## src/rtl/control_fsm.sv

```systemverilog
// Multi-cycle control FSM: fetch, decode, execute, memory and write-back
// sequencing for a small register-file CPU, with branch flags and halt.
module control_fsm #(
  parameter int unsigned N   = 8,
  parameter int unsigned PCW = 8
) (
  input  logic           clk,
  input  logic           rst_n,
  output logic           imem_req,
  output logic [PCW-1:0] imem_addr,
  input  logic           imem_ack,
  input  logic [23:0]    imem_data,
  output logic [4:0]     alu_ctrl,
  output logic           alu_b_imm,
  output logic [2:0]     rf_raddr_a,
  output logic [2:0]     rf_raddr_b,
  input  logic [N-1:0]   alu_result,
  output logic           rf_we,
  output logic [2:0]     rf_waddr,
  output logic           rf_wsel_mem,
  output logic           dmem_req,
  output logic           dmem_we,
  output logic [N-1:0]   dmem_addr,
  input  logic           dmem_ack,
  output logic [PCW-1:0] pc,
  output logic           halted,
  output logic           illegal_op
);

  localparam int unsigned OPW = 5;
  localparam int unsigned RW  = 3;

  localparam logic [2:0] S_FETCH     = 3'd0;
  localparam logic [2:0] S_DECODE    = 3'd1;
  localparam logic [2:0] S_EXECUTE   = 3'd2;
  localparam logic [2:0] S_MEMORY    = 3'd3;
  localparam logic [2:0] S_WRITEBACK = 3'd4;
  localparam logic [2:0] S_HALT      = 3'd5;

  localparam logic [OPW-1:0] OP_NOP  = 5'd0;
  localparam logic [OPW-1:0] OP_ADD  = 5'd1;
  localparam logic [OPW-1:0] OP_SUB  = 5'd2;
  localparam logic [OPW-1:0] OP_MUL  = 5'd3;
  localparam logic [OPW-1:0] OP_MOVE = 5'd4;
  localparam logic [OPW-1:0] OP_DIV  = 5'd5;
  localparam logic [OPW-1:0] OP_LNUM = 5'd6;
  localparam logic [OPW-1:0] OP_AND  = 5'd9;
  localparam logic [OPW-1:0] OP_OR   = 5'd10;
  localparam logic [OPW-1:0] OP_XOR  = 5'd11;
  localparam logic [OPW-1:0] OP_NOT  = 5'd12;
  localparam logic [OPW-1:0] OP_LDR  = 5'd17;
  localparam logic [OPW-1:0] OP_STR  = 5'd19;
  localparam logic [OPW-1:0] OP_JE   = 5'd25;
  localparam logic [OPW-1:0] OP_JNE  = 5'd26;
  localparam logic [OPW-1:0] OP_JGT  = 5'd27;
  localparam logic [OPW-1:0] OP_JGE  = 5'd28;
  localparam logic [OPW-1:0] OP_JLT  = 5'd29;
  localparam logic [OPW-1:0] OP_JLE  = 5'd30;
  localparam logic [OPW-1:0] OP_HALT = 5'd31;

  typedef struct packed {
    logic [OPW-1:0] op;
    logic [RW-1:0]  rd;
    logic [RW-1:0]  rs1;
    logic [RW-1:0]  rs2;
    logic [1:0]     rsvd;
    logic [7:0]     imm;
  } instr_t;

  function automatic logic is_alu(input logic [OPW-1:0] op);
    case (op)
      OP_ADD, OP_SUB, OP_MUL, OP_MOVE, OP_DIV, OP_LNUM,
      OP_AND, OP_OR, OP_XOR, OP_NOT: is_alu = 1'b1;
      default:                       is_alu = 1'b0;
    endcase
  endfunction

  function automatic logic is_branch(input logic [OPW-1:0] op);
    case (op)
      OP_JE, OP_JNE, OP_JGT, OP_JGE, OP_JLT, OP_JLE: is_branch = 1'b1;
      default:                                       is_branch = 1'b0;
    endcase
  endfunction

  function automatic logic is_mem(input logic [OPW-1:0] op);
    is_mem = (op == OP_LDR) || (op == OP_STR);
  endfunction

  function automatic logic is_legal(input logic [OPW-1:0] op);
    is_legal = is_alu(op) || is_branch(op) || is_mem(op) ||
               (op == OP_NOP) || (op == OP_HALT);
  endfunction

  logic [2:0]     state, state_nxt;
  logic [PCW-1:0] pc_nxt;
  instr_t         ir, ir_nxt;
  logic [N-1:0]   res, res_nxt;
  logic           z_flag, z_nxt;
  logic           nf_flag, nf_nxt;
  logic           branch_taken;

  logic           imem_req_nxt;
  logic [OPW-1:0] alu_ctrl_nxt;
  logic           alu_b_imm_nxt;
  logic [RW-1:0]  rf_raddr_a_nxt;
  logic [RW-1:0]  rf_raddr_b_nxt;
  logic           rf_we_nxt;
  logic [RW-1:0]  rf_waddr_nxt;
  logic           rf_wsel_mem_nxt;
  logic           dmem_req_nxt;
  logic           dmem_we_nxt;
  logic           halted_nxt;
  logic           illegal_op_nxt;

  logic           unused_rsvd;

  assign imem_addr   = pc;
  assign dmem_addr   = res;
  assign unused_rsvd = ^ir.rsvd;

  // Branch condition from the flags left by the most recent SUB
  always_comb begin
    branch_taken = 1'b0;
    case (ir.op)
      OP_JE:   branch_taken = z_flag;
      OP_JNE:  branch_taken = !z_flag;
      OP_JGT:  branch_taken = !z_flag && !nf_flag;
      OP_JGE:  branch_taken = !nf_flag;
      OP_JLT:  branch_taken = nf_flag;
      OP_JLE:  branch_taken = z_flag || nf_flag;
      default: branch_taken = 1'b0;
    endcase
  end

  // Next state, architectural updates and next values of the registered outputs
  always_comb begin
    state_nxt = state;
    pc_nxt    = pc;
    ir_nxt    = ir;
    res_nxt   = res;
    z_nxt     = z_flag;
    nf_nxt    = nf_flag;

    case (state)
      S_FETCH: begin
        if (imem_req && imem_ack) begin
          ir_nxt    = instr_t'(imem_data);
          state_nxt = S_DECODE;
        end
      end
      S_DECODE: state_nxt = S_EXECUTE;
      S_EXECUTE: begin
        res_nxt = alu_result;
        if (ir.op == OP_SUB) begin
          z_nxt  = (alu_result == '0);
          nf_nxt = alu_result[N-1];
        end
        if (is_alu(ir.op)) begin
          state_nxt = S_WRITEBACK;
        end else if (is_mem(ir.op)) begin
          state_nxt = S_MEMORY;
        end else if (ir.op == OP_HALT) begin
          state_nxt = S_HALT;
        end else if (is_branch(ir.op)) begin
          state_nxt = S_FETCH;
          pc_nxt    = branch_taken ? PCW'(ir.imm) : pc + PCW'(1);
        end else begin
          state_nxt = S_FETCH;
          pc_nxt    = pc + PCW'(1);
        end
      end
      S_MEMORY: begin
        if (dmem_req && dmem_ack) begin
          if (ir.op == OP_LDR) begin
            state_nxt = S_WRITEBACK;
          end else begin
            state_nxt = S_FETCH;
            pc_nxt    = pc + PCW'(1);
          end
        end
      end
      S_WRITEBACK: begin
        state_nxt = S_FETCH;
        pc_nxt    = pc + PCW'(1);
      end
      S_HALT:  state_nxt = S_HALT;
      default: state_nxt = S_FETCH;
    endcase

    // Outputs are registered but decoded from the next state so they line up with it
    imem_req_nxt    = (state_nxt == S_FETCH);
    alu_ctrl_nxt    = '0;
    alu_b_imm_nxt   = 1'b0;
    rf_raddr_a_nxt  = '0;
    rf_raddr_b_nxt  = '0;
    rf_we_nxt       = 1'b0;
    rf_waddr_nxt    = '0;
    rf_wsel_mem_nxt = 1'b0;
    dmem_req_nxt    = (state_nxt == S_MEMORY);
    dmem_we_nxt     = (state_nxt == S_MEMORY) && (ir_nxt.op == OP_STR);
    halted_nxt      = (state_nxt == S_HALT);
    illegal_op_nxt  = (state_nxt == S_DECODE) && !is_legal(ir_nxt.op);

    if ((state_nxt == S_DECODE) || (state_nxt == S_EXECUTE) || (state_nxt == S_MEMORY)) begin
      rf_raddr_a_nxt = ir_nxt.rs1;
      rf_raddr_b_nxt = ((state_nxt == S_MEMORY) && (ir_nxt.op == OP_STR)) ? ir_nxt.rd : ir_nxt.rs2;
    end

    if (state_nxt == S_EXECUTE) begin
      if (is_alu(ir_nxt.op) || is_mem(ir_nxt.op)) begin
        alu_ctrl_nxt = ir_nxt.op;
      end
      alu_b_imm_nxt = (ir_nxt.op == OP_LNUM) || is_mem(ir_nxt.op);
    end

    if (state_nxt == S_WRITEBACK) begin
      rf_we_nxt       = 1'b1;
      rf_waddr_nxt    = ir_nxt.rd;
      rf_wsel_mem_nxt = (ir_nxt.op == OP_LDR);
    end
  end

  // State, architectural registers and output registers
  always_ff @(posedge clk) begin
    if (!rst_n) begin
      state       <= S_FETCH;
      pc          <= '0;
      ir          <= '0;
      res         <= '0;
      z_flag      <= 1'b0;
      nf_flag     <= 1'b0;
      imem_req    <= 1'b0;
      alu_ctrl    <= '0;
      alu_b_imm   <= 1'b0;
      rf_raddr_a  <= '0;
      rf_raddr_b  <= '0;
      rf_we       <= 1'b0;
      rf_waddr    <= '0;
      rf_wsel_mem <= 1'b0;
      dmem_req    <= 1'b0;
      dmem_we     <= 1'b0;
      halted      <= 1'b0;
      illegal_op  <= 1'b0;
    end else begin
      state       <= state_nxt;
      pc          <= pc_nxt;
      ir          <= ir_nxt;
      res         <= res_nxt;
      z_flag      <= z_nxt;
      nf_flag     <= nf_nxt;
      imem_req    <= imem_req_nxt;
      alu_ctrl    <= alu_ctrl_nxt;
      alu_b_imm   <= alu_b_imm_nxt;
      rf_raddr_a  <= rf_raddr_a_nxt;
      rf_raddr_b  <= rf_raddr_b_nxt;
      rf_we       <= rf_we_nxt;
      rf_waddr    <= rf_waddr_nxt;
      rf_wsel_mem <= rf_wsel_mem_nxt;
      dmem_req    <= dmem_req_nxt;
      dmem_we     <= dmem_we_nxt;
      halted      <= halted_nxt;
      illegal_op  <= illegal_op_nxt;
    end
  end

endmodule
```

## config.mk

```make
export PLATFORM = sky130hd
export DESIGN_NAME = control_fsm
export DESIGN_NICKNAME = d
export VERILOG_FILES = /design/src/rtl/control_fsm.sv
export SDC_FILE = /design/constraint.sdc
export NUM_CORES = 1
export LEC_CHECK = 0
export ABC_AREA = 1
export CORE_MARGIN = 2
export CORE_UTILIZATION = 43
export DETAILED_ROUTE_END_ITERATION = 10
export PLACE_DENSITY = 0.78
export SYNTH_ARGS = -nofsm -noshare
export SYNTH_HDL_FRONTEND = slang
export SYNTH_SLANG_ARGS = --single-unit
```

## constraint.sdc

```tcl
create_clock -name clk -period 1.4 [get_ports clk]
set_input_delay 0.42 -clock clk [delete_from_list [all_inputs] [get_ports clk]]
set_output_delay 0.42 -clock clk [all_outputs]
set_load 0.02 [all_outputs]
```

## Word-level counts from Yosys, hierarchy flattened

Memory sizes are Yosys's and may differ from the RTL's. A register that Yosys moved wholly into a read port is not among the register bits.
Index checks and enable logic that the tools add are counted.

| word-level totals | value |
|---|---|
| ROM bits | 48 |
| latch bits | 0 |
| memories | 3 |
| bits in registers | 67 |
| memory bits (writable) | 0 |

Memory list:

| memory | words | bits a word | rd ports | clocked after memory_dff | write ports | line | text |
|---|---|---|---|---|---|---|---|
| (name not given) | 16 | 1 | 1 | 1 | 0 | 71 | `case (op)` |
| (name not given) | 16 | 1 | 1 | 0 | 0 | 71 |  |
| (name not given) | 16 | 1 | 1 | 0 | 0 | 71 |  |

| operators by class | value |
|---|---|
| magnitude comparators | 0 |
| div/mod/pow operators | 0 |
| muxes and demuxes | 32 |
| shift operators | 0 |
| bitwise gates (word level) | 0 |
| $add $sub $neg | 1 |
| $mul | 0 |
| reduce and logical (&&, ||, !) cells | 33 |
| eq/ne operators | 35 |

Operators by type and width:

| cell | count |
|---|---|
| $eq 5x5->1 const B | 18 |
| $mux 8 | 7 |
| $mux 24 | 2 |
| $pmux 8 s3 | 1 |
| $mux 3 | 7 |
| $pmux 3 s5 | 1 |
| $eq 3x2->1 const B | 4 |
| $eq 3x3->1 const B | 4 |
| $mux 1 | 12 |
| $reduce_or 6->1 | 2 |
| $logic_or 1x1->1 | 11 |
| $ne 2x2->1 const B | 5 |
| $reduce_and 2->1 | 5 |
| $add 8x1->8 const B | 1 |
| $logic_not 8->1 | 1 |
| $eq 3x1->1 const B | 2 |
| $logic_not 3->1 | 2 |
| $pmux 1 s6 | 1 |
| $reduce_and 6->1 | 1 |
| $eq 5x2->1 const B | 1 |
| $eq 5x3->1 const B | 1 |
| $logic_and 1x1->1 | 5 |
| $logic_not 5->1 | 1 |
| $mux 4 | 1 |
| 3 further kinds | 5 |

## Depth between registers and ports, before layout

| logic depth | value |
|---|---|
| depth in word-level cells | 12 |
| depth in mapped cells | 12 |
| mapped depth without buffers | 12 |

## Worst setup path before layout

No wires, ideal clock.

| path | value |
|---|---|
| path type | flip-flop to flip-flop |
| start | register imem_req |
| end | register rf_raddr_b[0] |
| cell stages (with the launch flop) | 10 |
| required time | 1,287 ps |
| path slack | -160 ps |
| arrival | 1,447 ps |
| path through | dfxtp_1 > nand2_2 > nor2_8 > nand2_1 > nand2_2 > nand2_2 > nor3_4 > nand2_2 > nor2_1 > nor2_1 |

| on the way | value |
|---|---|
| longest elaborated chain between the ends | 7 |

RTL lines:

| item | line | text |
|---|---|---|
| start, declared | 9 | `output logic imem_req,` |
| start signal, assigned | 251 | `imem_req <= imem_req_nxt;` |
| $logic_and 1x1->1 (*) | 146 | `if (imem_req && imem_ack) begin` |
| $mux 3 | 146 |  |
| $pmux 3 s5 | 144 | `case (state)` |
| $eq 3x1->1 or $eq 3x2->1 (tied branches) | 204 | `if ((state_nxt == S_DECODE) \|\| (state_nxt == S_EXECUTE) \|\| (state_nxt == S_MEMORY)) begin` |
| $logic_or 1x1->1 (2 in series) | 204 |  |
| $reduce_and 2->1 (no line) | -- |  |
| end signal, assigned | 255 | `rf_raddr_b <= rf_raddr_b_nxt;` |
| end, declared | 16 | `output logic [2:0] rf_raddr_b,` |

Mark *: on every way between the ends. The rest lies on a longest branch, timed or not.
A chain may end at the register's enable or synchronous reset.

## Final worst setup path

| path | value |
|---|---|
| start | register state[1] |
| end | register rf_raddr_b[1] |

| on the way | value |
|---|---|
| longest elaborated chain between the ends | 6 |

RTL lines:

| item | line | text |
|---|---|---|
| start, declared | 94 | `logic [2:0] state, state_nxt;` |
| start signal, assigned | 245 | `state <= state_nxt;` |
| $eq 3x3->1 (tied with other cells) | 144 |  |
| $pmux 3 s5 | 144 |  |
| $eq 3x1->1 or $eq 3x2->1 (tied branches) | 204 |  |
| $logic_or 1x1->1 (2 in series) | 204 |  |
| $reduce_and 2->1 (no line) | -- |  |

Several ways; a longest one is shown, not always the timed one.

==> metrics.cfg <==
[status]
status = finished, violations left
failed_checks = negative setup slack

[synthesis]
synth-xor-area-share_pct = 1.79
post_synth_num_cell_types = 35
syn-instance-count = 392
seq_area_frac_synth_pct = 45.1
yosys.area.top_type = sky130_fd_sc_hd__dfxtp_1
synth_top_area_share_pct = 45.1
netlist_top_cells_count = 77 x sky130_fd_sc_hd__nand2_1, 68 x sky130_fd_sc_hd__nor2_1, 66 x sky130_fd_sc_hd__dfxtp_1
synth_seq_cells = 66
synth_async_sr_flop_share_pct = 0
synth_warnings = 0
synth-adder-area-share_pct = 0.427
syn_area_per_cell_sq_um = 7.47
synth-simple-area-share_pct = 33.9
synth_top_flop_cell = sky130_fd_sc_hd__dfxtp_1
synth_top_cells_by_area = sky130_fd_sc_hd__dfxtp_1 45%, sky130_fd_sc_hd__nand2_1 9.9%, sky130_fd_sc_hd__nor2_1 8.7%
post_synth_instance_area_sq_mm = 0.00293
muxShareOfSynthArea_pct = 2.39
syn-num-nets = 429
post-synth-top-count-cell = sky130_fd_sc_hd__nand2_1
largest_family_of_logic_cells_by_synthesized_area = simple AND/OR/NAND/NOR gates
synth_enable_flop_cells = 0
synth-compound-area-share_pct = 7.60

[placed_design]
final_wtd_congestion = 0.849
placement.cell_area_sq_mm = 0.00422
portBuffers = 79
hpwl_um = 5930

[setup_path]
endpoint_kind = flip-flop
critPathArrivalTime_ns = 2.07
critical_path_required_ns = 1.69
setup.reg_to_reg.worst_slack_ns = -0.38
critical_path.cell_chain = buf_4 > nand3_4 > buf_12 > inv_2 > nand3_2 > nand2_2 > nor2_2 > nand2_1 > nor2_2 > inv_2 > nor2_4 > nand2_1 > nor2_1
worst_r2r_path_depth = 13
worst_setup_path_startpoint = state[1]
crit_slowest_cell = sky130_fd_sc_hd__dfxtp_4
crit_end = rf_raddr_b[1]
critical_path.max_fanout = 6
crit_type = flip-flop to flip-flop
worst_r2r_endpoint = rf_raddr_b[1]
launching_point_of_the_worst_reg2reg_path = state[1]
start_kind = flip-flop
critPathMaxStageDelay_ns = 0.37

[hold_path]
hold_path.class = flip-flop to flip-flop

[routing]
first_iter_violations = 174
post_drt_via_cell_ratio = 5.23
antenna_left = 0
detail_route.first_pass.iterations = 4
wl_um = 10500
detail_route.wl_per_cell_um = 16.4
drcViolationCount = 0
num_vias = 3345

[grt]
grt_max_degree = 34
grt_pass1_wl_um = 14100
grtUsageMet3_pct = 5.90
grt_antenna_before_repair = 0
first_global_vias = 3139
gr-usage-met1_pct = 27.0
grt_overflow_total = 0
global_route.peak_usage_layer = met2
global_route.usage.met2_pct = 42.8
grt_use_total_pct = 24.0

[timing]
tightest_hold_margin_ns = 0.467
rsz0062_at_grt = yes
period_share_pct = 127
finalClockSkew_ns = 0.00960
max-slew-margin-rel_pct = 70.3
finalCriticalPeriod_ns = 1.78
drv_slew = 0
max_freq_mhz = 561
final.setup.worst_slack_ns = -0.383
timing.setup.tns_ns = -10.15
setup-violations-final = 46
hold_violations = 0
tightest_slew_ns = 0.445

[floorplan]
initial_core_util_pct = 43.8
floorplan.die_area_sq_mm = 0.00749
horizontal_die_dimension_um = 86.5
rows = 30
coreArea_sq_mm = 0.00668
num_io_pins = 82
die_y_extent_um = 86.5

[layout]
area.growth.synth_to_final_pct = 69.2
seq_area_sq_mm = 0.00135
layout-drive-gt1-share_pct = 48.0
area_of_the_multi_input_gates_sq_mm = 0.00177
layout.nets = 592
final_cell_area_sq_mm = 0.00496
antenna-diode-count = 0
fill_cells = 422

[pwr]
power_leakage_nw = 2.25
power_per_cell_area_mw_per_mm2 = 964
ir_drop_uv = 731

[clock_network]
cts_sinks = 66
hold_buffers = 0
clkLatencyLatePin_ns = 0.36
cts_buffer_depth = 2
cts_made_buffers = 9
cts_clk_pin_slew_worst_paths_ns = 0.09
cts-root-buf = sky130_fd_sc_hd__clkbuf_8
tritoncts = done
htree_depth = 3

[run]
max_cap_viol_count = 0

[worst max-delay path, delay by kind of cell (launching register included)]
family / cells / cell delay (ns)
buffers and inverters: 4 / 0.38
flip-flops: 1 / 0.37
AND/OR/NAND/NOR: 9 / 0.97
[registers in the layout (all words and copies together) (netlist names), 3 cells and up, named ones only]
register,cells
rf_waddr,3
dmem_addr,8
state,3
rf_raddr_b,3
alu_ctrl,5
rf_raddr_a,3
ir,22
imem_addr,8
[cell usage in the layout, fill, tap and decap left out, drive strengths merged]
cell	instances
clkinvlp	1
nor3	7
mux2i	7
nor2	76
dlygate4sd2	2
a21oi	21
nor4	2
clkbuf	19
clkdlybuf4s50	31
nand2	87
o21ai	19
nand4	7
clkinv	3
clkdlybuf4s15	11
xor2	4
nand3	33
nand3b	1
buf	112
xnor2	2
dfxtp	66
or2	2
a21boi	2
inv	43
bufinv	1
ha	1
[per-layer routing]
metal  wire length [um]  share of wire, %
met4                332               3.2
met2               5580                53
met5                  0                 0
met3                606               5.8
met1               3980                38
[area by class of cell]
class | count | area share [%]
repair inverters | 1 | 0.126
repair buffers | 166 | 27.5
well taps | 80 | 2.02
flip-flops and latches | 66 | 27.2
clock buffers | 9 | 2.50
inverters | 40 | 3.33
clock inverters | 7 | 1.64
multi-input cells | 271 | 35.7
[through the flow]
step / util [%] / total power, mW / std cells / setup slack [ns]
after floorplan: - / 2.42 / 392 / -0.0164
after CTS: 68.5 / 4.55 / 620 / -0.216
final: 74.2 / 4.78 / 640 / -0.383
after detailed placement: 63.1 / 2.82 / 597 / -0.746
after global routing: 74.2 / 4.95 / 640 / -0.465
after global placement: 63.1 / 2.80 / 597 / -0.687
[power breakdown]
group / leakage, nW / total (mW) / internal (mW) / switching, mW
registers: 0.542 / 2.01 / 1.95 / 0.0573
clock network: 0.101 / 1.70 / 0.850 / 0.853
logic: 1.61 / 1.07 / 0.497 / 0.573
[worst min path at each step]
stage	startpoint	cells after the start	to
after global placement	ir[7]	2	ir[7]
after detailed placement	dmem_addr[7]	2	dmem_addr[7]
after CTS	dmem_addr[2]	2	dmem_addr[2]
after floorplan	ir[3]	2	ir[3]
final	dmem_addr[6]	2	dmem_addr[6]
after global routing	dmem_addr[2]	2	dmem_addr[2]
[repair_timing]
item / 4_1_cts / 5_1_grt
endpoints found under the hold margin: 0 / 0
gates resized for setup: 198 / 122
buffers inserted: 6 / 22
setup endpoints to repair: 94 / 70
cloned: 1 / 1
pin swaps: 15 / 26
[kinds of logic (layout without fill, tap and decap cells)]
family | count (synthesis) | count (layout)
mux | 7 | 7
xor+xnor | 6 | 6
fa+ha+maj | 1 | 1
simple gates | 214 | 215
compound gates | 42 | 42
flops | 66 | 66
buf+inv | 56 | 223
No activity file was read; power rests on OpenSTA's default activity.
